## config.mk

```make
export PLATFORM = sky130hd
export DESIGN_NAME = udp_frame_dma_recv
export DESIGN_NICKNAME = d
export VERILOG_FILES = /design/src/rtl/udp_recv_pkg.sv /design/src/rtl/udp_burst_splitter.sv /design/src/rtl/udp_frame_dma_recv.sv
export SDC_FILE = /design/constraint.sdc
export NUM_CORES = 1
export LEC_CHECK = 0
export ABC_AREA = 1
export ABC_CLOCK_PERIOD_IN_PS = 6390
export CAP_MARGIN = 25
export CORE_ASPECT_RATIO = 0.5
export CORE_MARGIN = 4
export CORE_UTILIZATION = 33
export DETAILED_ROUTE_END_ITERATION = 10
export SYNTH_ARGS = -nofsm -noshare
export SYNTH_HDL_FRONTEND = slang
export SYNTH_SLANG_ARGS = --single-unit
```

## constraint.sdc

```tcl
create_clock -name clk -period 6.39 [get_ports clk]
set_input_delay 0.9585 -clock clk [delete_from_list [all_inputs] [get_ports clk]]
set_output_delay 0.9585 -clock clk [all_outputs]
set_load 0.01 [all_outputs]
```

## src/rtl/udp_recv_pkg.sv

```systemverilog
// Shared definitions for the UDP frame receiver: FSM encoding, header layout
// and the payload-size rule.
package udp_recv_pkg;

    typedef enum logic [2:0] {
        ST_IDLE     = 3'd0,
        ST_HEADER   = 3'd1,
        ST_ADDR     = 3'd2,
        ST_RECV     = 3'd3,
        ST_ISSUE    = 3'd4,
        ST_WAIT_END = 3'd5,
        ST_DROP     = 3'd6
    } recv_state_t;

    localparam int         HDR_LEN   = 4;      // header words before the offset word
    localparam int         HDR_L_IDX = 3;      // header word carrying the byte length
    localparam logic [3:0] DATA_STRB = 4'hF;   // every data word is fully valid

    // Payload words = bytes rounded up to words, minus the two trailing
    // non-payload words. Done in 32 bits so tiny lengths wrap to huge values.
    function automatic logic [31:0] payload_words(input logic [31:0] len_bytes);
        logic [31:0] v_words;
        v_words = (len_bytes + 32'd3) >> 2;
        return v_words - 32'd2;
    endfunction

endpackage

```

## src/rtl/udp_burst_splitter.sv

```systemverilog
// Splits one packet's payload into DRAM write commands of at most MAX_BURST
// words. The command on o_ctrl_in is held while the command FIFO is full.
module udp_burst_splitter
    import udp_recv_pkg::*;
#(
    parameter int ADDR_WIDTH = 32,
    parameter int MAX_BURST  = 64
) (
    input  logic                  clk,
    input  logic                  rst,
    input  logic                  i_load,
    input  logic [31:0]           i_words,
    input  logic [ADDR_WIDTH-1:0] i_base,
    input  logic                  i_issue,
    input  logic                  i_ctrl_full,
    output logic [ADDR_WIDTH+7:0] o_ctrl_in,
    output logic                  o_ctrl_we,
    output logic                  o_last
);

    localparam logic [31:0]           BURST_W     = 32'(MAX_BURST);
    localparam logic [ADDR_WIDTH-1:0] BURST_BYTES = ADDR_WIDTH'(MAX_BURST * 4);

    logic [31:0]           r_rem;
    logic [ADDR_WIDTH-1:0] r_addr;
    logic [7:0]            w_len;
    logic                  w_fits;

    // Length of the command currently offered: remainder or a full burst
    always_comb begin
        w_fits = (r_rem <= BURST_W);
        if (w_fits) begin
            w_len = r_rem[7:0];
        end else begin
            w_len = BURST_W[7:0];
        end
    end

    assign o_ctrl_we = i_issue & ~i_ctrl_full;
    assign o_last    = o_ctrl_we & w_fits;
    assign o_ctrl_in = {w_len, r_addr};

    // Remaining-words and address bookkeeping, advanced only on acceptance
    always_ff @(posedge clk) begin
        if (rst) begin
            r_rem  <= 32'd0;
            r_addr <= '0;
        end else if (i_load) begin
            r_rem  <= i_words;
            r_addr <= i_base;
        end else if (o_ctrl_we) begin
            r_rem  <= r_rem - {24'd0, w_len};
            r_addr <= r_addr + BURST_BYTES;
        end else begin
            r_rem  <= r_rem;
            r_addr <= r_addr;
        end
    end

endmodule

```

## src/rtl/udp_frame_dma_recv.sv

```systemverilog
// Receives one UDP packet per r_enable burst, streams its payload into the
// data FIFO and queues DRAM write commands into the frame buffer being filled.
module udp_frame_dma_recv
    import udp_recv_pkg::*;
#(
    parameter int          ADDR_WIDTH   = 32,
    parameter int          MAX_BURST    = 64,
    parameter int          NUM_FRAMES   = 2,
    parameter logic [31:0] FRAME_STRIDE = 32'h0200_0000,
    parameter int          MAX_WORDS    = 512,
    localparam int         FS_W         = $clog2(NUM_FRAMES)
) (
    input  logic                  clk,
    input  logic                  rst,
    input  logic                  r_req,
    input  logic                  r_enable,
    output logic                  r_ack,
    input  logic [31:0]           r_data,
    output logic                  w_req,
    output logic                  w_enable,
    input  logic                  w_ack,
    output logic [31:0]           w_data,
    output logic [35:0]           data_in,
    output logic                  data_we,
    input  logic                  data_full,
    output logic [ADDR_WIDTH+7:0] ctrl_in,
    output logic                  ctrl_we,
    input  logic                  ctrl_full,
    output logic [FS_W-1:0]       frame_select,
    output logic [15:0]           drop_cnt,
    output logic                  busy
);

    recv_state_t           r_state;
    recv_state_t           w_next_state;
    logic [31:0]           r_data_q;
    logic                  r_en_q;
    logic [31:0]           r_hdr [HDR_LEN];
    logic [1:0]            r_hdr_cnt;
    logic [31:0]           r_offset;
    logic [31:0]           r_payload;
    logic [31:0]           r_cnt;
    logic [FS_W-1:0]       r_frame_select;
    logic [15:0]           r_drop_cnt;
    logic                  r_data_we;
    logic [35:0]           r_data_in;
    logic                  r_busy;

    logic [31:0]           w_words;
    logic                  w_addr_drop;
    logic [FS_W-1:0]       w_slot;
    logic [ADDR_WIDTH-1:0] w_base;
    logic                  w_write;
    logic                  w_trunc;
    logic [31:0]           w_issue_words;
    logic                  w_load;
    logic                  w_rotate;
    logic                  w_drop_inc;
    logic                  w_split_last;
    logic                  w_unused;

    // Read-side handshake is always ready; the write side is not used
    assign r_ack    = 1'b1;
    assign w_req    = 1'b0;
    assign w_enable = 1'b0;
    assign w_data   = 32'd0;
    assign w_unused = ^{r_req, w_ack, r_hdr[0], r_hdr[1], r_hdr[2]};

    assign data_in      = r_data_in;
    assign data_we      = r_data_we;
    assign frame_select = r_frame_select;
    assign drop_cnt     = r_drop_cnt;
    assign busy         = r_busy;

    // Input stage: the word and its enable travel together one cycle late
    always_ff @(posedge clk) begin
        if (rst) begin
            r_data_q <= 32'd0;
            r_en_q   <= 1'b0;
        end else begin
            r_data_q <= r_data;
            r_en_q   <= r_enable;
        end
    end

    // Payload size, admission decision and target address of this packet
    always_comb begin
        w_words     = payload_words(r_hdr[HDR_L_IDX]);
        w_addr_drop = !r_en_q || (w_words == 32'd0) ||
                      (w_words > 32'(MAX_WORDS)) || data_full;
        w_slot      = r_frame_select + FS_W'(1'b1);
        w_base      = ADDR_WIDTH'(w_slot) * ADDR_WIDTH'(FRAME_STRIDE) +
                      ADDR_WIDTH'({r_offset[29:0], 2'b00});
    end

    // Next-state and per-cycle control decisions
    always_comb begin
        w_next_state  = r_state;
        w_write       = 1'b0;
        w_trunc       = 1'b0;
        w_issue_words = r_cnt;
        case (r_state)
            ST_IDLE: begin
                if (r_enable && !r_en_q) begin
                    w_next_state = ST_HEADER;
                end else begin
                    w_next_state = ST_IDLE;
                end
            end
            ST_HEADER: begin
                if (!r_en_q) begin
                    w_next_state = ST_DROP;
                end else if (r_hdr_cnt == 2'(HDR_LEN - 1)) begin
                    w_next_state = ST_ADDR;
                end else begin
                    w_next_state = ST_HEADER;
                end
            end
            ST_ADDR: begin
                if (w_addr_drop) begin
                    w_next_state = ST_DROP;
                end else begin
                    w_next_state = ST_RECV;
                end
            end
            ST_RECV: begin
                if (r_en_q) begin
                    w_write = 1'b1;
                    if ((r_cnt + 32'd1) == r_payload) begin
                        w_next_state  = ST_ISSUE;
                        w_issue_words = r_cnt + 32'd1;
                    end else begin
                        w_next_state = ST_RECV;
                    end
                end else if (r_cnt == 32'd0) begin
                    // Packet ended before any payload: nothing to command
                    w_next_state = ST_DROP;
                end else begin
                    w_next_state = ST_ISSUE;
                    w_trunc      = 1'b1;
                end
            end
            ST_ISSUE: begin
                if (w_split_last) begin
                    w_next_state = ST_WAIT_END;
                end else begin
                    w_next_state = ST_ISSUE;
                end
            end
            ST_WAIT_END, ST_DROP: begin
                if (!r_enable) begin
                    w_next_state = ST_IDLE;
                end else begin
                    w_next_state = r_state;
                end
            end
            default: begin
                w_next_state = ST_IDLE;
            end
        endcase
    end

    assign w_load     = (r_state == ST_RECV) && (w_next_state == ST_ISSUE);
    assign w_rotate   = (r_state == ST_ADDR) && !w_addr_drop && (r_data_q == 32'd0);
    assign w_drop_inc = ((r_state == ST_DROP) && !r_enable) || w_trunc;

    // State register; busy is registered from the next state so it matches
    always_ff @(posedge clk) begin
        if (rst) begin
            r_state <= ST_IDLE;
            r_busy  <= 1'b0;
        end else begin
            r_state <= w_next_state;
            r_busy  <= (w_next_state != ST_IDLE);
        end
    end

    // Header capture, offset/payload latch and payload word counter
    always_ff @(posedge clk) begin
        if (rst) begin
            for (int i = 0; i < HDR_LEN; i++) begin
                r_hdr[i] <= 32'd0;
            end
            r_hdr_cnt <= 2'd0;
            r_offset  <= 32'd0;
            r_payload <= 32'd0;
            r_cnt     <= 32'd0;
        end else begin
            case (r_state)
                ST_IDLE: begin
                    r_hdr_cnt <= 2'd0;
                end
                ST_HEADER: begin
                    r_hdr[r_hdr_cnt] <= r_data_q;
                    r_hdr_cnt        <= r_hdr_cnt + 2'd1;
                end
                ST_ADDR: begin
                    r_offset  <= r_data_q;
                    r_payload <= w_words;
                    r_cnt     <= 32'd0;
                end
                ST_RECV: begin
                    if (w_write) begin
                        r_cnt <= r_cnt + 32'd1;
                    end else begin
                        r_cnt <= r_cnt;
                    end
                end
                default: begin
                    r_cnt <= r_cnt;
                end
            endcase
        end
    end

    // Displayed-frame rotation and saturating drop counter
    always_ff @(posedge clk) begin
        if (rst) begin
            r_frame_select <= '0;
            r_drop_cnt     <= 16'd0;
        end else begin
            if (w_rotate) begin
                r_frame_select <= r_frame_select + FS_W'(1'b1);
            end else begin
                r_frame_select <= r_frame_select;
            end
            if (w_drop_inc && (r_drop_cnt != 16'hFFFF)) begin
                r_drop_cnt <= r_drop_cnt + 16'd1;
            end else begin
                r_drop_cnt <= r_drop_cnt;
            end
        end
    end

    // Registered data FIFO write port
    always_ff @(posedge clk) begin
        if (rst) begin
            r_data_we <= 1'b0;
            r_data_in <= 36'd0;
        end else begin
            r_data_we <= w_write;
            if (w_write) begin
                r_data_in <= {DATA_STRB, r_data_q};
            end else begin
                r_data_in <= r_data_in;
            end
        end
    end

    udp_burst_splitter #(
        .ADDR_WIDTH (ADDR_WIDTH),
        .MAX_BURST  (MAX_BURST)
    ) u_splitter (
        .clk         (clk),
        .rst         (rst),
        .i_load      (w_load),
        .i_words     (w_issue_words),
        .i_base      (w_base),
        .i_issue     (r_state == ST_ISSUE),
        .i_ctrl_full (ctrl_full),
        .o_ctrl_in   (ctrl_in),
        .o_ctrl_we   (ctrl_we),
        .o_last      (w_split_last)
    );

endmodule

```

==> results of run 1 <==
[cells by family after synthesis]
kind of cell	count (synthesis)	share of synthesized area (%)
adders and majority gates	9	0.664
buffers and inverters	487	12.1
xor gates and xnor gates	41	2.20
and+or+nand+nor	1509	37.8
other	2	0.0443
DFF	277	34.6
AOI/OAI and AO/OA	402	12.6
[final timing paths]
check | start | slack, ns | endpoint
max | r_cnt[0] | 2.18 | u_splitter.r_addr[9]
min | r_offset[8] | 0.45 | r_offset[8]
max reg2reg | r_cnt[0] | 2.18 | u_splitter.r_addr[9]
min reg2reg | r_offset[8] | 0.45 | r_offset[8]
[per-layer routing]
layer,global-route usage [%],vias up,part of all wire [%],routed length (µm)
met5,0,-,0,0
met4,5.65,0,3.1,1680
met3,2.59,81,5.1,2790
met2,30.7,398,44,24000
met1,26.7,7776,48,25900
li1,-,8795,-,-
[through the flow]
stage	worst slack (ns)	util [%]	hold WS (ns)	std cells	total power, µW
6_report	2.18	38.9	0.453	3516	5410
5_1_grt	1.74	38.9	0.480	3516	5750
4_1_cts	2.20	38.9	0.454	3515	5440
3_5_place_dp	2.21	36.9	0.444	3461	3640
3_3_place_gp	2.25	36.8	0.444	3460	3620
2_1_floorplan	3.76	-	0.425	2764	3180
[flip-flops by register name, summed over array words and instances (netlist names)]
| register | count |
|---|---|
| u_splitter.r_rem | 32 |
| r_offset | 30 |
| frame_select | 1 |
| r_state | 3 |
| drop_cnt | 16 |
| r_en_q | 1 |
| r_hdr_cnt | 2 |
| r_payload | 31 |
| busy | 1 |
| data_we | 1 |
| r_cnt | 32 |
| u_splitter.r_addr | 30 |
| data_in | 33 |
| r_data_q | 32 |
| r_hdr | 32 |
[worst max-delay path: cells and delay by family (launching register included)]
family | cells | cell delay, ns
compound gates | 2 | 0.54
fa+ha+maj | 1 | 0.24
buf+inv | 2 | 0.70
flops | 1 | 0.46
simple gates | 14 | 2.10
[synth_stat cells, types with 26 or more instances]
cell / count
edfxtp_1: 32
xor2_1: 31
nor3_1: 40
o21ai_1: 26
nor2_1: 381
clkbuf_1: 64
inv_1: 340
buf_4: 44
o21ai_0: 151
a21oi_1: 177
nand3_1: 191
dfxtp_1: 245
nand2_1: 773
nand4_1: 41
[final cells by class]
class	instances	share of cell area, %
Timing Repair Buffer	141	7.22
Tap cell	690	4.39
Sequential cell	277	29.8
Clock inverter	12	0.687
Clock buffer	42	4.41
Multi-Input combinational cell	2000	46.7
Inverter	354	6.76
[power by group through the flow]
stage	Clock (µW)	Combinational (µW)	Sequential (µW)
floorplan	0	1150	2020
global placement	0	1540	2070
detailed placement	0	1560	2070
CTS	1830	1570	2030
global route	1900	1790	2060
finish	1790	1580	2040
==> results.md, run 1 <==
* Status: finished clean
* Vias in the first global route at 15300
* Global-route wire length before repair at 85.5 mm
* Hpwl dp at 41.2 mm
* Hold Vio Cnt, Final at 0
* Initial DRT Pass Iterations at 6
* Clk_skew at 0.0112 ns
* Largest net degree at the start of global routing at 108
* Data required, critical path at 6.84 ns
* Most common cell after layout, fill and taps aside: nand2_1
* Crit Path Category: reg -> reg
* CP startpoint kind: register
* Final #Nets at 2851
* Ys flop type: dfxtp_1
* DRT Wirelength at 54.3 mm
* Worst-skew pair later-pin latency at 0.58 ns
* Hold Path Depth at 2
* CTS tree: built
* Initial core utilization at 33.6%
* Fmax at 237 MHz
* Crit path cell chain: ha_1 -> nand2_1 -> nor2_8 -> nand4_1 -> o21ai_1 -> nand2_1 -> nand2_1 -> nand2_1 -> nor2_1 -> nand2_1 -> nor2_1 -> nand3_1 -> nand2_2 -> nand3_4 -> nand2_1 -> buf_4 -> inv_2 -> a21oi_1 -> nor2_1
* Final setup viols at 0
* Worst-Margin Slew at 1.00 ns
* Largest area contributor in the netlist: dfxtp_1
* CP max-delay cell: dfxtp_1
* CTS Buf Count at 29
* Antenna violations before repair at 1
* CP peak stage delay at 0.46 ns
* Register area share after synthesis at 34.6%
* Mapped Cells at 2727
* Layout cell share with drive strength beyond 1 at 4.56%
* Iter 0 DRT Violations at 1307
* R2r worst-path depth at 19
* Number of port buffers at 129
* Cell Int Power at 3450 µW
* Total clock sinks at 277
* Die area at 0.0553 mm²
* Cell Area, Synth at 0.0169 mm²
* Sw frac at 36.2%
* Register area at 0.00587 mm²
* Remaining DRCs at 0
* Max-slew headroom at 33.0%
* Seq pwr share at 37.7%
* Worst Setup End Kind: register
* Gr usage total at 19.1%
* Gate power share at 29.2%
* Ranking of synthesized cells by area: dfxtp_1, nand2_1, nor2_1, inv_1, edfxtp_1
* # hold bufs at CTS at 0
* Share of the synthesized area in the top cell type at 28.9%
* Final period utilization at 66.0%
* Htree depth at 1
* Peak supply drop at 0.193 mV
* Placed Area at 0.0186 mm²
* Filler Cells Inserted at 5469
* Max-cap viol count at 0
* PD cells at 275 mW/mm²
* Vias per cell at 4.85
* EDFF count, synth at 32
* Leakage dissipation at 0.00836 µW
* Net switching power at 1960 µW
* Most frequent cells in the layout: nand2_1, nor2_1, inv_1
* Most used cell, CP: nand2_1
* Antenna Cells at 0
* Slew Viols, Final at 0
* I/O pin count at 170
* Via count at 17100
* Synthesis-stage register bit count at 277
* Die Y at 168 µm
* Clock root cell: clkbuf_16
* Minimum clock period at 4.21 ns
* Area of the multi-input gates at 0.00918 mm²
* Non-Filler Cell Area, Final at 0.0197 mm²
* Syn_area_per_cell at 6.21 µm²
* DRT antenna net count at 0
* Routability Congestion at 0.942
* # rows at 58
* Core Box Area at 0.0505 mm²
* Wire length per cell at 15.5 µm
* Die width at 328 µm
* Clock slew at reported path FFs at 0.06 ns
* Yosys Warn Count at 0
* Post-synthesis cell type count at 49
* Post-CTS sizing at 0
* Worst Path Max Fanout at 35
* RSZ-0062 raised after global routing: no
* HP Class: reg -> reg
* Clock Power Share at 33.1%
* Setup_tns at 0 ns
* GRT overflow at 0
* Crit path DAT at 4.66 ns
* Layout Area Growth over Synthesis at 16.0%
* Post-CTS Setup Inserts at 0
* Ys async rst share at 0%
* CTS max path bufs at 3
(Power assumes the default switching activity.)
==> run 2: changes to the inputs <==
--- a/config.mk
+++ b/config.mk
@@ -6,7 +6,7 @@
 export NUM_CORES = 1
 export LEC_CHECK = 0
 export ABC_AREA = 1
-export ABC_CLOCK_PERIOD_IN_PS = 6390
+export ABC_CLOCK_PERIOD_IN_PS = 4100
 export CAP_MARGIN = 25
 export CORE_ASPECT_RATIO = 0.5
 export CORE_MARGIN = 4
==> constraint.sdc (replaced) <==
create_clock -name clk -period 4.1 [get_ports clk]
set_input_delay 0.615 -clock clk [delete_from_list [all_inputs] [get_ports clk]]
set_output_delay 0.615 -clock clk [all_outputs]
set_load 0.01 [all_outputs]
==> run 2 against run 1 <==
Effect of this change: non-clock buffer count is 11 higher; flip-flop and latch count stayed put; core utilization is 0.13 points lower; first-iteration DRC count is 5.0% higher; cell area is 0.32% lower; combinational power is 54% higher; setup slack worse by 1.6 ns; cell count is 0.23% higher; via count is 0.13% lower; sequential power is 56% higher; critical path depth is 1 higher; critical endpoint unchanged; largest power group unchanged; highest routed layer unchanged.
==> results.md, run 2 (same netlist as run 1, synthesis figures left out) <==
* Status: finished clean
* DRT antenna net count at 0
* Antenna Cells at 0
* GRT overflow at 0
* Max-cap viol count at 0
* Post-CTS Setup Inserts at 0
* Hold Vio Cnt, Final at 0
* Final setup viols at 0
* Worst-skew pair later-pin latency at 0.57 ns
* CTS max path bufs at 3
* Die area at 0.0553 mm²
* Number of port buffers at 129
* Clock root cell: clkbuf_16
* Minimum clock period at 3.50 ns
* Most common cell after layout, fill and taps aside: nand2_1
* DP Worst Slack at 0.604 ns
* Slew Viols, Final at 0
* RR Endpoint: u_splitter.r_addr[9]
* DRT Wirelength at 53.2 mm
* Final #Nets at 2861
* CP startpoint kind: register
* I/O pin count at 170
* Gr usage total at 18.8%
* Via count at 17000
* # hold bufs at CTS at 0
* Final setup margin at 0.604 ns
* Htree depth at 1
* Non-filler cells, final at 3524
* End of the critical path: u_splitter.r_addr[9]
* Largest net degree at the start of global routing at 85
* Layout cell share with drive strength beyond 1 at 4.80%
* Wire length per cell at 15.1 µm
* PD cells at 415 mW/mm²
* Initial core utilization at 33.6%
* R2R Setup Slk at 0.60 ns
* Post-CTS sizing at 0
* R2r worst-path depth at 20
* Hpwl dp at 40.8 mm
* Final period utilization at 85.3%
* Layout Area Growth over Synthesis at 15.6%
* Die width at 328 µm
* RSZ-0062 raised after global routing: no
* Worst Setup End Kind: register
* Most frequent cells in the layout: nand2_1, nor2_1, inv_1
* Data required, critical path at 4.54 ns
* HP Class: reg -> reg
* Worst-Margin Slew at 0.926 ns
* Antenna violations before repair at 0
* Initial DRT Pass Iterations at 6
* Max-slew headroom at 38.1%
* Total clock sinks at 277
* Most used cell, CP: nand2_1
* Global-route wire length before repair at 84.4 mm
* Routability Congestion at 0.950
* Critical Path Start: r_cnt[0]
* Peak supply drop at 0.271 mV
* Crit path DAT at 3.93 ns
* CP max-delay cell: dfxtp_1
* Clk_skew at 0.0120 ns
* Crit path cell chain: ha_1 -> nand2_1 -> nor2_8 -> nand2_4 -> nor2_8 -> nand2_2 -> o21ai_2 -> nand2_1 -> nand2_1 -> nand2_1 -> nor2_1 -> nand2_1 -> nor2_1 -> nand3_1 -> nand2_2 -> nand3_4 -> nand2_1 -> inv_2 -> a21oi_1 -> nor2_1
* Crit Path Category: reg -> reg
* CTS tree: built
* Core Util, Final at 38.8%
* CTS Buf Count at 28
* Iter 0 DRT Violations at 1372
* Clock slew at reported path FFs at 0.06 ns
* Max FFs per register at 33
* Die Y at 168 µm
* Remaining DRCs at 0
* Setup_tns at 0 ns
* CP peak stage delay at 0.47 ns
* Vias in the first global route at 15300
* Core Box Area at 0.0505 mm²
* # rows at 58
* Vias per cell at 4.83
* R2r startpoint: r_cnt[0]
* Post-Place Cells at 3473
* Leakage dissipation at 0.00835 µW
* Fmax at 286 MHz
* Worst Path Max Fanout at 33
run 2: cell count changes in the layout (fill, tap and decap cells not counted), moves of 2 or more:
cell / change
buf_16: -2
buf_4: +13
bufinv_16: -2
clkbuf_16: -3
clkbuf_8: +3
run 2: stage by stage:
| stage | hold slack [ns] | instance area, µm² | total power [µW] |
|---|---|---|---|
| after global placement | 0.444 | 18700 | 5610 |
| after detailed placement | 0.446 | 18700 | 5630 |
| final | 0.456 | 19600 | 8130 |
| after CTS | 0.456 | 19600 | 8180 |
| after floorplan | 0.425 | 17100 | 4950 |
| after global routing | 0.483 | 19600 | 8690 |
run 2: layer usage:
layer	vias up	track usage, %	wire (µm)
li1	8801	-	-
met1	7738	26.4	25400
met2	404	30.5	23600
met3	84	2.14	2570
met4	0	5.19	1610
met5	-	0	0
run 2: where the power goes:
part	internal, µW	leakage (µW)	switching [µW]
clock network	1410	0.000446	1120
logic	810	0.00558	1620
registers	2960	0.00232	212
total	5180	0.00835	2950
run 2: critical path: cells and delay by family (launching register included):
| kind | cells | cell delay (ns) |
|---|---|---|
| flops | 1 | 0.47 |
| buf+inv | 1 | 0.30 |
| compound gates | 2 | 0.43 |
| simple gates | 16 | 1.87 |
| fa+ha+maj | 1 | 0.25 |
run 2: final cells by class:
| type | count | area (µm²) |
|---|---|---|
| clock buffer | 43 | 837 |
| clock inverter | 8 | 58.8 |
| fill | 5462 | 30900 |
| inverter | 354 | 1330 |
| multi-input combinational | 2000 | 9180 |
| sequential | 277 | 5870 |
| tap | 690 | 863 |
| timing repair buffer | 152 | 1460 |
run 2: how the worst min path moves through the flow:
stage	from	endpoint	slack (ns)	depth (start not counted)
finish	r_offset[16]	r_offset[16]	0.46	2
global route	r_offset[10]	r_offset[10]	0.48	2
CTS	r_offset[16]	r_offset[16]	0.46	2
detailed placement	r_offset[16]	r_offset[16]	0.45	2
global placement	r_offset[16]	r_offset[16]	0.44	2
floorplan	r_offset[7]	r_offset[7]	0.42	2
